### config.mk
export PLATFORM = sky130hd
export DESIGN_NAME = cmd_router_flat
export DESIGN_NICKNAME = d
export VERILOG_FILES = /design/src/rtl/cmd_router_if.sv /design/src/rtl/cmd_router.sv /design/src/flat_wrapper.sv
export SDC_FILE = /design/constraint.sdc
export NUM_CORES = 2
export LEC_CHECK = 0
export CAP_MARGIN = 5
export CORE_UTILIZATION = 40
export DETAILED_ROUTE_END_ITERATION = 7
export DONT_BUFFER_PORTS = 1
export MAX_ROUTING_LAYER = met4
export PLACE_DENSITY = 0.63
export SLEW_MARGIN = 10
export SYNTH_ARGS = -nofsm -noshare
export SYNTH_HDL_FRONTEND = slang
export SYNTH_SLANG_ARGS = --single-unit
export TNS_END_PERCENT = 5
### constraint.sdc
create_clock -name clk -period 2.89 [get_ports clk]
set_input_delay 0.1445 -clock clk [delete_from_list [all_inputs] [get_ports clk]]
set_output_delay 0.1445 -clock clk [all_outputs]
set_load 0.01 [all_outputs]
### src/rtl/cmd_router_if.sv
// Host-stream and channel-side signals of cmd_router.
// slave is the router's view; master is the host/sink view.
interface cmd_router_if #(
    parameter int N_CH = 8,
    parameter int DW   = 8
);
    logic [DW-1:0]   rx_data;
    logic            rx_valid;
    logic            rx_ready;
    logic [DW-1:0]   q;
    logic            q_last;
    logic [N_CH-1:0] valid_bus;
    logic [N_CH-1:0] out_ready;
    logic            crc_err;
    logic            dest_err;
    logic            timeout_err;
    logic [15:0]     err_cnt;

    modport slave (
        input  rx_data, rx_valid, out_ready,
        output rx_ready, q, q_last, valid_bus, crc_err, dest_err, timeout_err, err_cnt
    );

    modport master (
        output rx_data, rx_valid, out_ready,
        input  rx_ready, q, q_last, valid_bus, crc_err, dest_err, timeout_err, err_cnt
    );
endinterface

### src/rtl/cmd_router.sv
// Framed command parser: PREFIX DEST LEN payload CRC. Buffers the payload and
// forwards only fully validated packets to one of N_CH channels.
module cmd_router #(
    parameter int            N_CH        = 8,
    parameter int            DW          = 8,
    parameter int            DEPTH       = 256,
    parameter logic [DW-1:0] PREFIX      = 8'hAA,
    parameter bit            CRC_EN      = 1'b1,
    parameter int            TIMEOUT_CYC = 100000
) (
    input logic          clk,
    input logic          n_rst,
    cmd_router_if.slave  bus
);
    localparam int PW = $clog2(DEPTH);
    localparam int TW = $clog2(TIMEOUT_CYC + 1);

    typedef enum logic [2:0] {S_IDLE, S_DEST, S_LEN, S_DATA, S_CRC, S_FWD} state_t;

    state_t          state, state_n;
    logic [DW-1:0]   dest, len, crc;
    logic [PW-1:0]   ptr;
    logic [TW-1:0]   tcnt;
    logic [DW-1:0]   mem [DEPTH];
    logic            crc_err_r, dest_err_r, tmo_r;
    logic [15:0]     err_cnt_r;

    logic            acc, in_frame, tmo, hs, ptr_last, crc_bad, dest_bad;
    logic            ev_crc, ev_dest;
    logic [N_CH-1:0] vb;

    assign acc      = bus.rx_valid && (state != S_FWD);
    assign in_frame = (state == S_DEST) || (state == S_LEN) || (state == S_DATA) || (state == S_CRC);
    assign tmo      = in_frame && (tcnt == TW'(TIMEOUT_CYC - 1));
    assign ptr_last = (ptr == PW'(len) - PW'(1));
    assign crc_bad  = CRC_EN && (bus.rx_data != crc);
    assign dest_bad = 32'(dest) >= 32'(N_CH);
    assign vb       = (state == S_FWD) ? (N_CH'(1) << dest) : '0;
    // Only the addressed channel's ready matters; vb masks the others out.
    assign hs       = |(vb & bus.out_ready);

    always_comb begin
        state_n = state;
        ev_crc  = 1'b0;
        ev_dest = 1'b0;
        if (tmo) begin
            state_n = S_IDLE;
        end else begin
            case (state)
                S_IDLE: if (acc && bus.rx_data == PREFIX) state_n = S_DEST;
                S_DEST: if (acc) state_n = S_LEN;
                S_LEN:  if (acc) state_n = (bus.rx_data == '0) ? S_CRC : S_DATA;
                S_DATA: if (acc && ptr_last) state_n = S_CRC;
                S_CRC: begin
                    if (acc) begin
                        if (crc_bad) begin
                            ev_crc  = 1'b1;
                            state_n = S_IDLE;
                        end else if (dest_bad) begin
                            ev_dest = 1'b1;
                            state_n = S_IDLE;
                        end else if (len == '0) begin
                            state_n = S_IDLE;
                        end else begin
                            state_n = S_FWD;
                        end
                    end
                end
                S_FWD:  if (hs && ptr_last) state_n = S_IDLE;
                default: state_n = S_IDLE;
            endcase
        end
    end

    always_ff @(posedge clk or negedge n_rst) begin
        if (!n_rst) begin
            state      <= S_IDLE;
            dest       <= '0;
            len        <= '0;
            crc        <= '0;
            ptr        <= '0;
            tcnt       <= '0;
            crc_err_r  <= 1'b0;
            dest_err_r <= 1'b0;
            tmo_r      <= 1'b0;
            err_cnt_r  <= '0;
        end else begin
            state      <= state_n;
            crc_err_r  <= ev_crc;
            dest_err_r <= ev_dest;
            tmo_r      <= tmo;
            if ((ev_crc || ev_dest || tmo) && err_cnt_r != 16'hFFFF)
                err_cnt_r <= err_cnt_r + 16'd1;
            tcnt <= (!in_frame || acc || tmo) ? '0 : tcnt + TW'(1);

            // A word arriving in the abort cycle is dropped with the frame.
            if (acc && !tmo) begin
                case (state)
                    S_DEST: begin
                        dest <= bus.rx_data;
                        crc  <= bus.rx_data;
                    end
                    S_LEN: begin
                        len <= bus.rx_data;
                        crc <= crc + bus.rx_data;
                        ptr <= '0;
                    end
                    S_DATA: begin
                        crc <= crc + bus.rx_data;
                        ptr <= ptr + PW'(1);
                    end
                    default: ;
                endcase
            end
            if (state == S_CRC && state_n == S_FWD) ptr <= '0;
            if (hs) ptr <= ptr + PW'(1);
            if (state_n == S_IDLE && state != S_IDLE) ptr <= '0;
        end
    end

    always_ff @(posedge clk) begin
        if (state == S_DATA && acc && !tmo) mem[ptr] <= bus.rx_data;
    end

    assign bus.rx_ready    = (state != S_FWD);
    assign bus.q           = (state == S_FWD) ? mem[ptr] : '0;
    assign bus.q_last      = (state == S_FWD) && ptr_last;
    assign bus.valid_bus   = vb;
    assign bus.crc_err     = crc_err_r;
    assign bus.dest_err    = dest_err_r;
    assign bus.timeout_err = tmo_r;
    assign bus.err_cnt     = err_cnt_r;
endmodule

### src/flat_wrapper.sv
// flat-port wrapper written by rule: the top's interface ports become plain ports
module cmd_router_flat 
#(
    parameter int            N_CH        = 8,
    parameter int            DW          = 8,
    parameter int            DEPTH       = 256,
    parameter logic [DW-1:0] PREFIX      = 8'hAA,
    parameter bit            CRC_EN      = 1'b1,
    parameter int            TIMEOUT_CYC = 100000
)
  (clk, n_rst, bus_rx_data, bus_rx_valid, bus_out_ready, bus_rx_ready, bus_q, bus_q_last, bus_valid_bus, bus_crc_err, bus_dest_err, bus_timeout_err, bus_err_cnt);
  cmd_router_if #(.N_CH(N_CH), .DW(DW)) bus_i ();
  input logic clk;
  input logic n_rst;
  input wire logic [$bits(bus_i.rx_data)-1:0] bus_rx_data;
  input wire logic [$bits(bus_i.rx_valid)-1:0] bus_rx_valid;
  input wire logic [$bits(bus_i.out_ready)-1:0] bus_out_ready;
  output wire logic [$bits(bus_i.rx_ready)-1:0] bus_rx_ready;
  output wire logic [$bits(bus_i.q)-1:0] bus_q;
  output wire logic [$bits(bus_i.q_last)-1:0] bus_q_last;
  output wire logic [$bits(bus_i.valid_bus)-1:0] bus_valid_bus;
  output wire logic [$bits(bus_i.crc_err)-1:0] bus_crc_err;
  output wire logic [$bits(bus_i.dest_err)-1:0] bus_dest_err;
  output wire logic [$bits(bus_i.timeout_err)-1:0] bus_timeout_err;
  output wire logic [$bits(bus_i.err_cnt)-1:0] bus_err_cnt;
  assign bus_i.rx_data = bus_rx_data;
  assign bus_i.rx_valid = bus_rx_valid;
  assign bus_i.out_ready = bus_out_ready;
  assign bus_rx_ready = bus_i.rx_ready;
  assign bus_q = bus_i.q;
  assign bus_q_last = bus_i.q_last;
  assign bus_valid_bus = bus_i.valid_bus;
  assign bus_crc_err = bus_i.crc_err;
  assign bus_dest_err = bus_i.dest_err;
  assign bus_timeout_err = bus_i.timeout_err;
  assign bus_err_cnt = bus_i.err_cnt;
  cmd_router #(.N_CH(N_CH), .DW(DW), .DEPTH(DEPTH), .PREFIX(PREFIX), .CRC_EN(CRC_EN), .TIMEOUT_CYC(TIMEOUT_CYC)) u_core (.clk(clk), .n_rst(n_rst), .bus(bus_i));
endmodule
==> metrics.yaml <==
nets: 4474
layout_common_cells: "edfxtp_1, mux4_2, buf_4"
grt_pass1_vias: 43000
max_slew.worst_pin.slew_ns: 0.974
peakVddDrop_v: 0.000563
avgSynthCellArea_um2: 21.3
cp.arrival_ns: 4.09
grt_max_degree: 264
hold_end: "u_core.mem[78][3]"
layout_commonest_cell: "edfxtp_1"
ys_async_sr_fraction: 0.0335
finClkSkew_ns: 0.0298
via_per_inst: 5.79
power_density_nw_per_um2: 749
fin_ws_ns: -1.34
r2r_cells: 5
postPlaceCellArea_um2: 90300
hold_viol: 1948
status: "complete, but fails checks"
finalSetupViolCount: 36
vias: 42900
hold_path_class: "input pin to flip-flop"
gr-total-overflow: 0
drv_slew: 0
die_w_um: 459
antenna_found_initial: 3
place.gp.congestion: 0.900
synthDistinctLibCells: 79
start_util: 0.403
grt_first_pass_wirelength_um: 318000
rsz0062_at_grt: "true"
cts_tree: "done"
syn_area_um2: 83500
fin_cells: 7410
die_h_um: 459
path_class: "flip-flop to output port"
yosys_warnings: 0
core_area_um2: 207000
violations: "hold timing, setup timing"
ant_nets: 0
fin_crit_sh: 1.46
maxCapViolations: 0
leakagePower_nw: 30.6
r2r_start: "u_core.ptr[2]"
critPathMaxStageDelay_ns: 0.57
seq_area_frac_synth: 0.757
cts_max_level: 4
synth_edf_count: 2048
worstPathMaxFanout: 11
max_freq_ghz: 0.236
placed_cells: 6942
grt_use_total: 0.216
rrSetupSlack_ns: -0.03
whs_path_depth: 0
hp-start: "bus_rx_data[3]"
cts_root_buf: "clkbuf_16"
cts_buffer_depth: 3
end_kind: "output port"
reg2reg_to: "u_core.mem[243][2]"
ys.flop_type: "edfxtp_1"
ys_ff_latch: 2119
stdcell_area_um2: 99400
pre_cts_slack_ns: -1.01
cts_sinks: 2119
finalCriticalPeriod_ns: 4.23
final_util: 0.480
crit_required_ns: 2.75
drt_iter0_drc: 4853
path_cells: "buf_6 -> buf_12 -> buf_4 -> buf_8 -> mux4_2 -> mux4_2 -> nand3_2 -> nand4_1 -> nor2_4 -> a21oi_4 -> buf_6"
die-area_um2: 211000
drt_wl_total_um: 220000
clk_pin_slew_ns: 0.06
area_growth_pct: 19.0
critPathLaunchType: "flip-flop"
wl_per_cell_um: 29.7
insertion_delay_ns: 0.86
row_count: 167
synthCells: 3917
holdWs_ns: -0.594
numCtsBuffers: 209
syn_nets: 3952
fillers: 16800
dr.pass1.iters: 5
numPortBuffers: 0
cpMaxStageDelayCell: "mux4_2"
slew-limit-headroom: 0.351
tns_ns: -10.81
layout-drive-gt1-share: 0.383
p_total_mw: 74.5
holdBufCountCts: 17
ios: 56
drc: 0
dpl.hpwl_um: 134000
==> flip-flops by register name (all words and copies together) (netlist names) <==
register                count
u_core.ptr                  8
u_core.crc                  8
u_core.bus.timeout_err      1
u_core.bus.err_cnt         16
u_core.len                  8
u_core.bus.crc_err          1
u_core.mem               2048
u_core.dest                 8
u_core.bus.dest_err         1
u_core.tcnt                17
u_core.state                3
==> worst max-delay path: cells and delay by family, from the launching register on <==
family                 cells  cell delay [ns]
buffers and inverters      5             0.73
flip-flops                 1             0.52
AND/OR/NAND/NOR            3             0.77
multiplexers               2             1.08
AO/OA/AOI/OAI              1             0.11
==> logic make-up after synthesis <==
| logic type | Yosys count | synth area share |
|---|---|---|
| fa+ha+maj | 16 | 0.00249 |
| compound gates | 213 | 0.0182 |
| simple gates | 622 | 0.0340 |
| mux | 665 | 0.169 |
| xor+xnor | 41 | 0.00430 |
| buf+inv | 241 | 0.0152 |
| flops | 2119 | 0.757 |
==> layout make-up <==
cell class,count,area (µm²),share of cell area
antenna,3,7.51,0.0000755
clock buffer,271,5500,0.0554
clock inverter,120,1290,0.0130
inverter,25,93.8,0.000944
multi-input combinational,1557,20300,0.204
sequential,2119,63300,0.637
tap,2788,3490,0.0351
timing repair buffer,527,5460,0.0550
==> synth_stat cells, drive strengths merged, types with 4 or more instances <==
library cell     n  area, µm²
nor4            19        140
nand4           19        119
nor2           320       1200
a22oi           27        203
nand3           52        270
and2             8       50.1
mux4           591      13300
nand2           95        357
a31oi           17        106
dfrtp           71       1780
mux2i           50        500
nand3b           5       37.5
xnor2           21        184
o21ai           32        164
or3             14       87.6
xor2            20        175
and3            10       62.6
ha              15        188
mux2            24        270
buf            131        857
nor3            30        155
a221oi          12        111
o22ai           11       68.8
a22o            19        166
o211ai           4       30.0
a21oi           37        185
nor2b           21        131
o32ai            9       78.8
a2111oi          6       72.6
or4              5       37.5
a211oi           7       52.6
nand2b           9       56.3
inv             25       93.8
edfxtp        2048      61500
clkbuf          85        319
==> repair_timing <==
item,4_1_cts,5_1_grt
cloned,10,0
endpoints found under the setup margin,640,1044
resized for setup,251,159
setup buffers,42,12
pin swaps,29,23
hold endpoints to repair,2185,2062
==> per-layer routing <==
layer / global-route usage / share of wire / vias up
met5: - / 0 / -
met4: 0.0827 / 0.039 / 0
met3: 0.0414 / 0.080 / 393
met2: 0.322 / 0.47 / 2000
met1: 0.295 / 0.41 / 23100
li1: - / - / 17400
==> how the worst max path moves through the flow <==
| stage | slack (ns) | end | startpoint | cells after the start |
|---|---|---|---|---|
| floorplan | -0.07 | u_core.mem[112][0] | u_core.state[1] | 10 |
| global placement | -0.91 | bus_q[3] | u_core.ptr[0] | 11 |
| detailed placement | -1.01 | bus_q[3] | u_core.ptr[0] | 11 |
| CTS | -1.30 | bus_q[7] | u_core.ptr[0] | 12 |
| global route | -1.33 | bus_q[2] | u_core.ptr[0] | 12 |
| finish | -1.34 | bus_q[4] | u_core.ptr[0] | 11 |
==> power by group <==
part           internal [mW]  switching, mW  total [mW]  leakage, nW
clock network           15.3           11.8        27.2         3.29
registers               33.9          0.248        34.2         19.3
logic                   7.14           6.06        13.2         7.94
total                   56.4           18.1        74.5         30.6
(Power assumes the default switching activity.)
